--- config.mk ---
export PLATFORM = sky130hd
export DESIGN_NAME = dds_wave_gen
export DESIGN_NICKNAME = d
export VERILOG_FILES = /design/src/rtl/dds_wave_gen.sv
export SDC_FILE = /design/constraint.sdc
export NUM_CORES = 1
export LEC_CHECK = 0
export CAP_MARGIN = 20
export CORE_AREA = 2 2 181 183
export CTS_BUF_LIST = sky130_fd_sc_hd__clkbuf_8
export DETAILED_ROUTE_END_ITERATION = 8
export DIE_AREA = 0 0 183 185
export GPL_ROUTABILITY_DRIVEN = 0
export PLACE_DENSITY = 0.8
export SLEW_MARGIN = 5
export SYNTH_ARGS = -nofsm -noshare
export SYNTH_HDL_FRONTEND = slang
export SYNTH_SLANG_ARGS = --single-unit
--- constraint.sdc ---
create_clock -name clk -period 21.3 [get_ports clk]
set_input_delay 4.26 -clock clk [delete_from_list [all_inputs] [get_ports clk]]
set_output_delay 4.26 -clock clk [all_outputs]
set_load 0.02 [all_outputs]
--- src/rtl/dds_wave_gen.sv ---
// Single-channel DDS waveform generator: sine (external LUT), square, triangle and
// frequency sweep, scaled by amplitude and gain correction onto an unsigned DAC code.
module dds_wave_gen #(
    parameter int DAC_W     = 10,
    parameter int PHASE_W   = 32,
    parameter int LUT_AW    = 10,
    parameter int GAIN_W    = 11,
    parameter int GAIN_FRAC = 10,
    parameter int FTW_STEP  = 10486,
    parameter int FREQ_MIN  = 1,
    parameter int FREQ_MAX  = 30,
    parameter int AMP_MIN   = 10,
    parameter int AMP_MAX   = 20,
    parameter int SWEEP_CYC = 4096000
) (
    input  logic              clk,
    input  logic              rst_n,
    input  logic              freq_up,
    input  logic              freq_dn,
    input  logic              amp_up,
    input  logic              amp_dn,
    input  logic [1:0]        mode,
    input  logic [GAIN_W-1:0] gain,
    output logic [LUT_AW-1:0] lut_addr,
    input  logic [DAC_W-1:0]  lut_data,
    output logic [4:0]        freq_idx,
    output logic [4:0]        amp_idx,
    output logic [DAC_W-1:0]  da_data,
    output logic              da_valid
);
    localparam int S_W  = DAC_W + 1;
    localparam int P_W  = S_W + 6 + GAIN_W + 1;
    localparam int SW_W = (SWEEP_CYC > 1) ? $clog2(SWEEP_CYC) : 1;

    localparam logic [1:0] MODE_SQUARE = 2'd1;
    localparam logic [1:0] MODE_TRI    = 2'd2;
    localparam logic [1:0] MODE_SWEEP  = 2'd3;

    localparam logic [4:0] F_MIN = 5'(FREQ_MIN);
    localparam logic [4:0] F_MAX = 5'(FREQ_MAX);
    localparam logic [4:0] A_MIN = 5'(AMP_MIN);
    localparam logic [4:0] A_MAX = 5'(AMP_MAX);

    localparam logic [SW_W-1:0]        SWEEP_LAST = SW_W'(SWEEP_CYC - 1);
    localparam logic signed [S_W-1:0]  HALF_S     = S_W'(2**(DAC_W-1) - 1);
    localparam logic signed [P_W-1:0]  AMP_DIV    = P_W'(AMP_MAX);
    localparam logic signed [P_W-1:0]  MID_P      = P_W'(2**(DAC_W-1));
    localparam logic signed [P_W-1:0]  TOP_P      = P_W'(2**DAC_W - 1);
    localparam logic [DAC_W-1:0]       MID_CODE   = DAC_W'(2**(DAC_W-1));

    logic [SW_W-1:0]        sweep_cnt;
    logic [4:0]             freq_wrap_up;
    logic [4:0]             freq_wrap_dn;
    logic [PHASE_W-1:0]     phase;
    logic [PHASE_W-1:0]     ftw;
    logic [DAC_W-1:0]       ph_top_d;
    logic signed [S_W-1:0]  tri_x2;
    logic signed [S_W-1:0]  s_sel;
    logic signed [S_W-1:0]  s_reg;
    logic signed [P_W-1:0]  p_nxt;
    logic signed [P_W-1:0]  p_reg;
    logic signed [P_W-1:0]  q;
    logic signed [P_W-1:0]  r;
    logic signed [P_W-1:0]  code_full;
    logic [DAC_W-1:0]       code_nxt;
    logic [1:0]             vld_sr;

    assign freq_wrap_up = (freq_idx == F_MAX) ? F_MIN : freq_idx + 5'd1;
    assign freq_wrap_dn = (freq_idx == F_MIN) ? F_MAX : freq_idx - 5'd1;

    // Sweep mode owns freq_idx; keys only steer it outside sweep.
    always_ff @(posedge clk) begin
        if (!rst_n) begin
            freq_idx  <= F_MIN;
            sweep_cnt <= '0;
        end else if (mode == MODE_SWEEP) begin
            if (sweep_cnt == SWEEP_LAST) begin
                sweep_cnt <= '0;
                freq_idx  <= freq_wrap_up;
            end else begin
                sweep_cnt <= sweep_cnt + SW_W'(1);
            end
        end else begin
            sweep_cnt <= '0;
            if (freq_up && !freq_dn) begin
                freq_idx <= freq_wrap_up;
            end else if (freq_dn && !freq_up) begin
                freq_idx <= freq_wrap_dn;
            end
        end
    end

    always_ff @(posedge clk) begin
        if (!rst_n) begin
            amp_idx <= A_MIN;
        end else if (amp_up && !amp_dn && amp_idx < A_MAX) begin
            amp_idx <= amp_idx + 5'd1;
        end else if (amp_dn && !amp_up && amp_idx > A_MIN) begin
            amp_idx <= amp_idx - 5'd1;
        end
    end

    // ph_top_d travels with lut_addr so square/triangle line up with the LUT sample.
    always_ff @(posedge clk) begin
        if (!rst_n) begin
            ftw      <= '0;
            phase    <= '0;
            lut_addr <= '0;
            ph_top_d <= '0;
        end else begin
            ftw      <= PHASE_W'(freq_idx) * PHASE_W'(FTW_STEP);
            phase    <= phase + ftw;
            lut_addr <= phase[PHASE_W-1 -: LUT_AW];
            ph_top_d <= phase[PHASE_W-1 -: DAC_W];
        end
    end

    always_comb begin
        tri_x2 = {1'b0, ph_top_d[DAC_W-2:0], 1'b0};
        s_sel  = $signed({lut_data[DAC_W-1], lut_data});
        case (mode)
            MODE_SQUARE: s_sel = ph_top_d[DAC_W-1] ? -HALF_S : HALF_S;
            MODE_TRI:    s_sel = ph_top_d[DAC_W-1] ? HALF_S - tri_x2 : tri_x2 - HALF_S;
            default:     ;
        endcase
    end

    assign p_nxt = P_W'(s_reg) * P_W'($signed({1'b0, amp_idx})) * P_W'($signed({1'b0, gain}));

    always_comb begin
        q         = p_reg >>> GAIN_FRAC;
        r         = q / AMP_DIV;
        code_full = r + MID_P;
        if (code_full[P_W-1]) begin
            code_nxt = '0;
        end else if (code_full > TOP_P) begin
            code_nxt = '1;
        end else begin
            code_nxt = code_full[DAC_W-1:0];
        end
    end

    always_ff @(posedge clk) begin
        if (!rst_n) begin
            s_reg    <= '0;
            p_reg    <= '0;
            da_data  <= MID_CODE;
            vld_sr   <= '0;
            da_valid <= 1'b0;
        end else begin
            s_reg    <= s_sel;
            p_reg    <= p_nxt;
            da_data  <= code_nxt;
            vld_sr   <= {vld_sr[0], 1'b1};
            da_valid <= vld_sr[1];
        end
    end

endmodule

==> impl_metrics.py, run 1 <==
metrics = {
    "drt": {
        "firstDrtPassIters": 6,
        "initialDrtViolationCount": 762,
        "drcViolationCount": 0,
        "ant_nets": 0,
        "wl_per_cell_um": 15.2,
        "vias_per_cell": 5.61,
        "routed_wl_um": 36700,
        "vias": 13600,
    },
    "floorplan": {
        "die_area_mm2": 0.0339,
        "ios": 60,
        "start_util_pct": 54.1,
        "die_width_um": 183,
        "coreArea_mm2": 0.0320,
        "rows": 66,
        "die_h_um": 185,
    },
    "cts": {
        "htree_levels": 4,
        "clk_pin_slew_worst_paths_ns": 0.09,
        "tritoncts": "built",
        "cts_buffer_depth": 2,
        "cts_setup_buffers": 0,
        "cts_num_sinks": 133,
        "cts_buffers": 17,
        "clockRootBuffer": "clkbuf_8",
        "cts_hold_buf": 0,
        "ctsResizeCount": 0,
        "clkLatencyLatePin_ns": 0.46,
    },
    "finish": {
        "finish.utilization_pct": 58.1,
        "largest_reg_flops": 31,
        "syn_to_final_growth_pct": 7.34,
        "layout.nets": 2393,
        "final_common_cell": "inv_1",
        "antenna_cells": 0,
        "drive_gt1_share_pct": 4.18,
        "layout_common_cells": "301 x inv_1, 213 x fa_1, 182 x nand2_1, 163 x and2_1, 155 x ha_1",
    },
    "min_path": {
        "hp-class": "flip-flop to flip-flop",
    },
    "synth": {
        "synth_area_per_cell_um2": 8.75,
        "synthCells": 1981,
        "synth_xor_xnor_area_share_pct": 7.26,
        "synth.distinct_cells": 103,
        "synthSimpleGateAreaFrac_pct": 19.2,
        "synth_top_family_by_area": "adder cells",
        "async_flop_share_pct": 0,
        "syn-num-nets": 2378,
        "synth_compound_area_share_pct": 13.6,
        "synth.yosys.seq_area_share_pct": 15.4,
        "synth_fa_ha_area_share_pct": 35.9,
        "yosys_warnings": 0,
        "syn-cell-area_mm2": 0.0173,
        "synth.area.mux_share_pct": 0.505,
        "ys.flop_type": "dfxtp_1",
        "synth-seq-cells": 133,
        "synth-edff-count": 0,
    },
    "sta": {
        "fmax_mhz": 86.8,
        "final-hold-violation-count": 0,
        "finalMaxSlewViolations": 0,
        "tightest_slew_ns": 1.14,
        "setup_viol": 0,
        "final.setup.tns_ns": 0,
        "fin_crit_sh_pct": 54.1,
        "fin_crit_ns": 11.52,
        "slew-limit-headroom_pct": 23.5,
        "skew_ns": 0.0245,
        "rsz0062_at_grt": "false",
    },
    "worst_setup_path": {
        "cp.arrival_ns": 11.87,
        "worst_ep_required_time_ns": 21.64,
        "cp_slowest_stage_delay_ns": 0.94,
        "startpoint_type": "primary input",
        "cpMostUsedCell": "a21oi_1",
        "crit_slowest_cell": "clkdlybuf4s50_1",
        "crit_path_end_kind": "flip-flop",
        "crit_fanout": 17,
        "crit_type": "primary input to flip-flop",
    },
    "global_routing": {
        "grt_pass1_vias": 14000,
        "grt_pass1_wl_um": 63600,
        "grt_max_degree": 105,
        "grt-ovfl-total": 0,
        "grt_antenna_before_repair": 0,
        "grtUsageTotal_pct": 22.5,
    },
    "placed_design": {
        "dp_hpwl_um": 28900,
        "io_buffer_count": 59,
    },
    "outcome": {
        "status": "finished clean",
    },
    "job": {
        "drv_cap": 0,
    },
}
==> synthesized netlist by cell type, drive strengths merged, types with 4 or more instances <==
| cell type | count | area share, % |
|---|---|---|
| or3 | 13 | 0.50 |
| nor2 | 84 | 1.8 |
| o21a | 6 | 0.26 |
| nor3b | 6 | 0.26 |
| o21ai | 62 | 1.8 |
| o211ai | 6 | 0.29 |
| nor3 | 26 | 0.94 |
| nand2 | 183 | 4.0 |
| mux2i | 5 | 0.29 |
| o41ai | 10 | 0.85 |
| a21oi | 94 | 2.7 |
| nand2b | 16 | 0.58 |
| dfxtp | 133 | 15 |
| xor2 | 52 | 2.6 |
| nand4 | 8 | 0.29 |
| o21bai | 24 | 1.0 |
| fa | 213 | 25 |
| o31ai | 12 | 0.55 |
| ha | 155 | 11 |
| and3b | 6 | 0.30 |
| a211o | 4 | 0.20 |
| inv | 300 | 6.5 |
| clkbuf | 62 | 1.3 |
| o31a | 4 | 0.22 |
| buf | 11 | 0.37 |
| and2 | 163 | 5.9 |
| nor2b | 24 | 0.87 |
| o211a | 12 | 0.69 |
| or4 | 8 | 0.39 |
| o221ai | 12 | 0.61 |
| a21o | 20 | 0.87 |
| nand3 | 46 | 1.3 |
| and3 | 22 | 0.80 |
| or2 | 5 | 0.18 |
| a31oi | 14 | 0.66 |
| a211oi | 6 | 0.36 |
| nor4 | 10 | 0.52 |
| xnor2 | 89 | 4.5 |
| a21boi | 6 | 0.26 |
==> final cells by class <==
type                            count  area (µm²)
Clock buffer                       19         262
Timing Repair Buffer               69         661
Inverter                          301        1130
Clock inverter                     13         136
Fill cell                        2717       13400
Sequential cell                   133        2660
Tap cell                          408         510
Multi-Input combinational cell   1474       13200
==> per-stage QoR <==
stage	setup WS, ns	hold slack (ns)	cell area (µm²)	cells
detailed placement	9.28	0.420	18200	2384
global placement	9.41	0.415	18200	2384
CTS	9.78	0.442	18600	2416
finish	9.78	0.442	18600	2417
global route	9.11	0.468	18600	2417
floorplan	10.49	0.412	17300	1981
==> worst paths after layout <==
path | slack [ns] | depth (start not counted) | endpoint | start
worst max-delay path | 9.78 | 35 | p_reg[28] | gain[5]
worst max register to register | 10.75 | 41 | p_reg[28] | amp_idx[1]
worst min register to register | 0.44 | 1 | vld_sr[1] | vld_sr[0]
worst min-delay path | 0.44 | 1 | vld_sr[1] | vld_sr[0]
==> worst max-delay path, delay by kind of cell <==
| kind | cells | cell delay (ns) |
|---|---|---|
| adders and majority gates | 6 | 2.24 |
| buffers and inverters | 6 | 1.19 |
| AOI/OAI and AO/OA | 20 | 3.69 |
| xor gates and xnor gates | 1 | 0.08 |
| and+or+nand+nor | 2 | 0.38 |
==> logic make-up (layout without fill, tap and decap cells) <==
kind of cell	count (synthesis)	count (layout)
compound gates	326	326
xor+xnor	142	142
mux	8	8
flops	133	133
simple gates	629	629
buf+inv	374	402
fa+ha+maj	369	369
==> per-layer routing <==
| metal | track usage, % | vias up | wire (µm) |
|---|---|---|---|
| met1 | 28.6 | 6603 | 16000 |
| met5 | 0 | - | 0 |
| li1 | - | 6498 | - |
| met3 | 3.44 | 63 | 1880 |
| met4 | 5.34 | 0 | 550 |
| met2 | 40.3 | 398 | 18300 |
Power of run 1 is not shown: default switching activity piles up to over one toggle a cycle in this logic, so the estimate is an artifact.
==> run 2, diff against run 1 <==
==> constraint.sdc (replaced) <==
create_clock -name clk -period 10.63 [get_ports clk]
set_input_delay 2.126 -clock clk [delete_from_list [all_inputs] [get_ports clk]]
set_output_delay 2.126 -clock clk [all_outputs]
set_load 0.02 [all_outputs]
==> impl_metrics.py, run 2 (synthesized netlist as in run 1, its figures left out) <==
metrics = {
    "sta": {
        "slew-limit-headroom_pct": 43.8,
        "final-hold-violation-count": 0,
        "fin_crit_ns": 9.92,
        "fmax_mhz": 101,
        "skew_ns": 0.0215,
        "final.setup.tns_ns": 0,
        "fin_crit_sh_pct": 93.3,
        "finalMaxSlewViolations": 0,
        "setup_viol": 0,
        "setup_ws_ns": 0.712,
        "tightest_slew_ns": 0.837,
    },
    "finish": {
        "final_common_cell": "inv_1",
        "largest_reg_flops": 31,
        "antenna_cells": 0,
        "fillers": 2656,
        "fin_area_mm2": 0.0188,
        "layout.nets": 2399,
        "drive_gt1_share_pct": 5.41,
        "syn_to_final_growth_pct": 8.40,
        "layout_common_cells": "301 x inv_1, 213 x fa_1, 181 x nand2_1, 163 x and2_1, 155 x ha_1",
    },
    "drt": {
        "drcViolationCount": 0,
        "routed_wl_um": 36700,
        "firstDrtPassIters": 5,
        "wl_per_cell_um": 15.1,
        "vias_per_cell": 5.59,
        "vias": 13500,
        "initialDrtViolationCount": 794,
        "ant_nets": 0,
    },
    "outcome": {
        "status": "finished clean",
    },
    "global_routing": {
        "grt_max_degree": 84,
        "grt-ovfl-total": 0,
        "grt_pass1_wl_um": 62700,
        "grtUsageTotal_pct": 22.3,
        "grt_antenna_before_repair": 0,
        "grt_pass1_vias": 13600,
    },
    "cts": {
        "tritoncts": "built",
        "htree_levels": 4,
        "cts_buffer_depth": 2,
        "clk_pin_slew_worst_paths_ns": 0.08,
        "cts_hold_buf": 0,
        "cts_buffers": 17,
        "clkLatencyLatePin_ns": 0.47,
        "ctsResizeCount": 0,
        "clockRootBuffer": "clkbuf_8",
        "cts_num_sinks": 133,
        "cts_setup_buffers": 0,
    },
    "floorplan": {
        "start_util_pct": 54.1,
        "die_width_um": 183,
        "rows": 66,
        "ios": 60,
        "die_area_mm2": 0.0339,
        "coreArea_mm2": 0.0320,
        "die_h_um": 185,
    },
    "placed_design": {
        "dp_worst_setup_slack_ns": 0.475,
        "dp_hpwl_um": 29300,
        "dpl-instance-area_mm2": 0.0183,
        "io_buffer_count": 59,
    },
    "worst_setup_path": {
        "crit_type": "flip-flop to flip-flop",
        "crit_slowest_cell": "fa_1",
        "crit_path_end_kind": "flip-flop",
        "worst_ep_required_time_ns": 10.98,
        "crit_fanout": 15,
        "cp.arrival_ns": 10.26,
        "cp_slowest_stage_delay_ns": 0.59,
        "startpoint_type": "flip-flop",
    },
    "job": {
        "drv_cap": 0,
    },
    "min_path": {
        "hp-class": "flip-flop to flip-flop",
    },
}
[run 2: final cells by class]
class	count	area (µm²)	share of cell area (%)
tap	408	510	2.72
inverter	301	1130	6.01
multi-input combinational	1474	13300	71.0
clock inverter	12	178	0.946
clock buffer	19	262	1.39
timing repair buffer	75	706	3.76
sequential	133	2670	14.2
[run 2: final timing paths]
path         startpoint  slack (ns)  cells past startpoint   endpoint
max          amp_idx[2]        0.71                     43  p_reg[28]
min           vld_sr[0]        0.44                      1  vld_sr[1]
max reg2reg  amp_idx[2]        0.71                     43  p_reg[28]
min reg2reg   vld_sr[0]        0.44                      1  vld_sr[1]
[run 2: critical path: cells and delay by family, from the launching register on]
| kind | cells | cell delay (ns) |
|---|---|---|
| compound gates | 22 | 4.08 |
| fa+ha+maj | 9 | 4.01 |
| flops | 1 | 0.47 |
| simple gates | 3 | 0.46 |
| xor+xnor | 2 | 0.41 |
| buf+inv | 7 | 0.37 |
[run 2: metrics by stage]
stage                     instances  hold WS [ns]  util (%)
final                          2422         0.436      58.6
after floorplan                1981         0.412         -
after CTS                      2422         0.440      58.3
after global placement         2391         0.415      57.0
after global routing           2422         0.453      58.6
after detailed placement       2391         0.417      57.0
[run 2: metal layers]
metal / vias up / GRT usage [%] / routed length, µm
li1: 6504 / - / -
met1: 6606 / 28.3 / 15600
met2: 367 / 39.3 / 18400
met3: 55 / 4.01 / 2070
met4: 0 / 5.89 / 673
met5: - / 0 / 0
Power of run 2 is left out for the same reason.
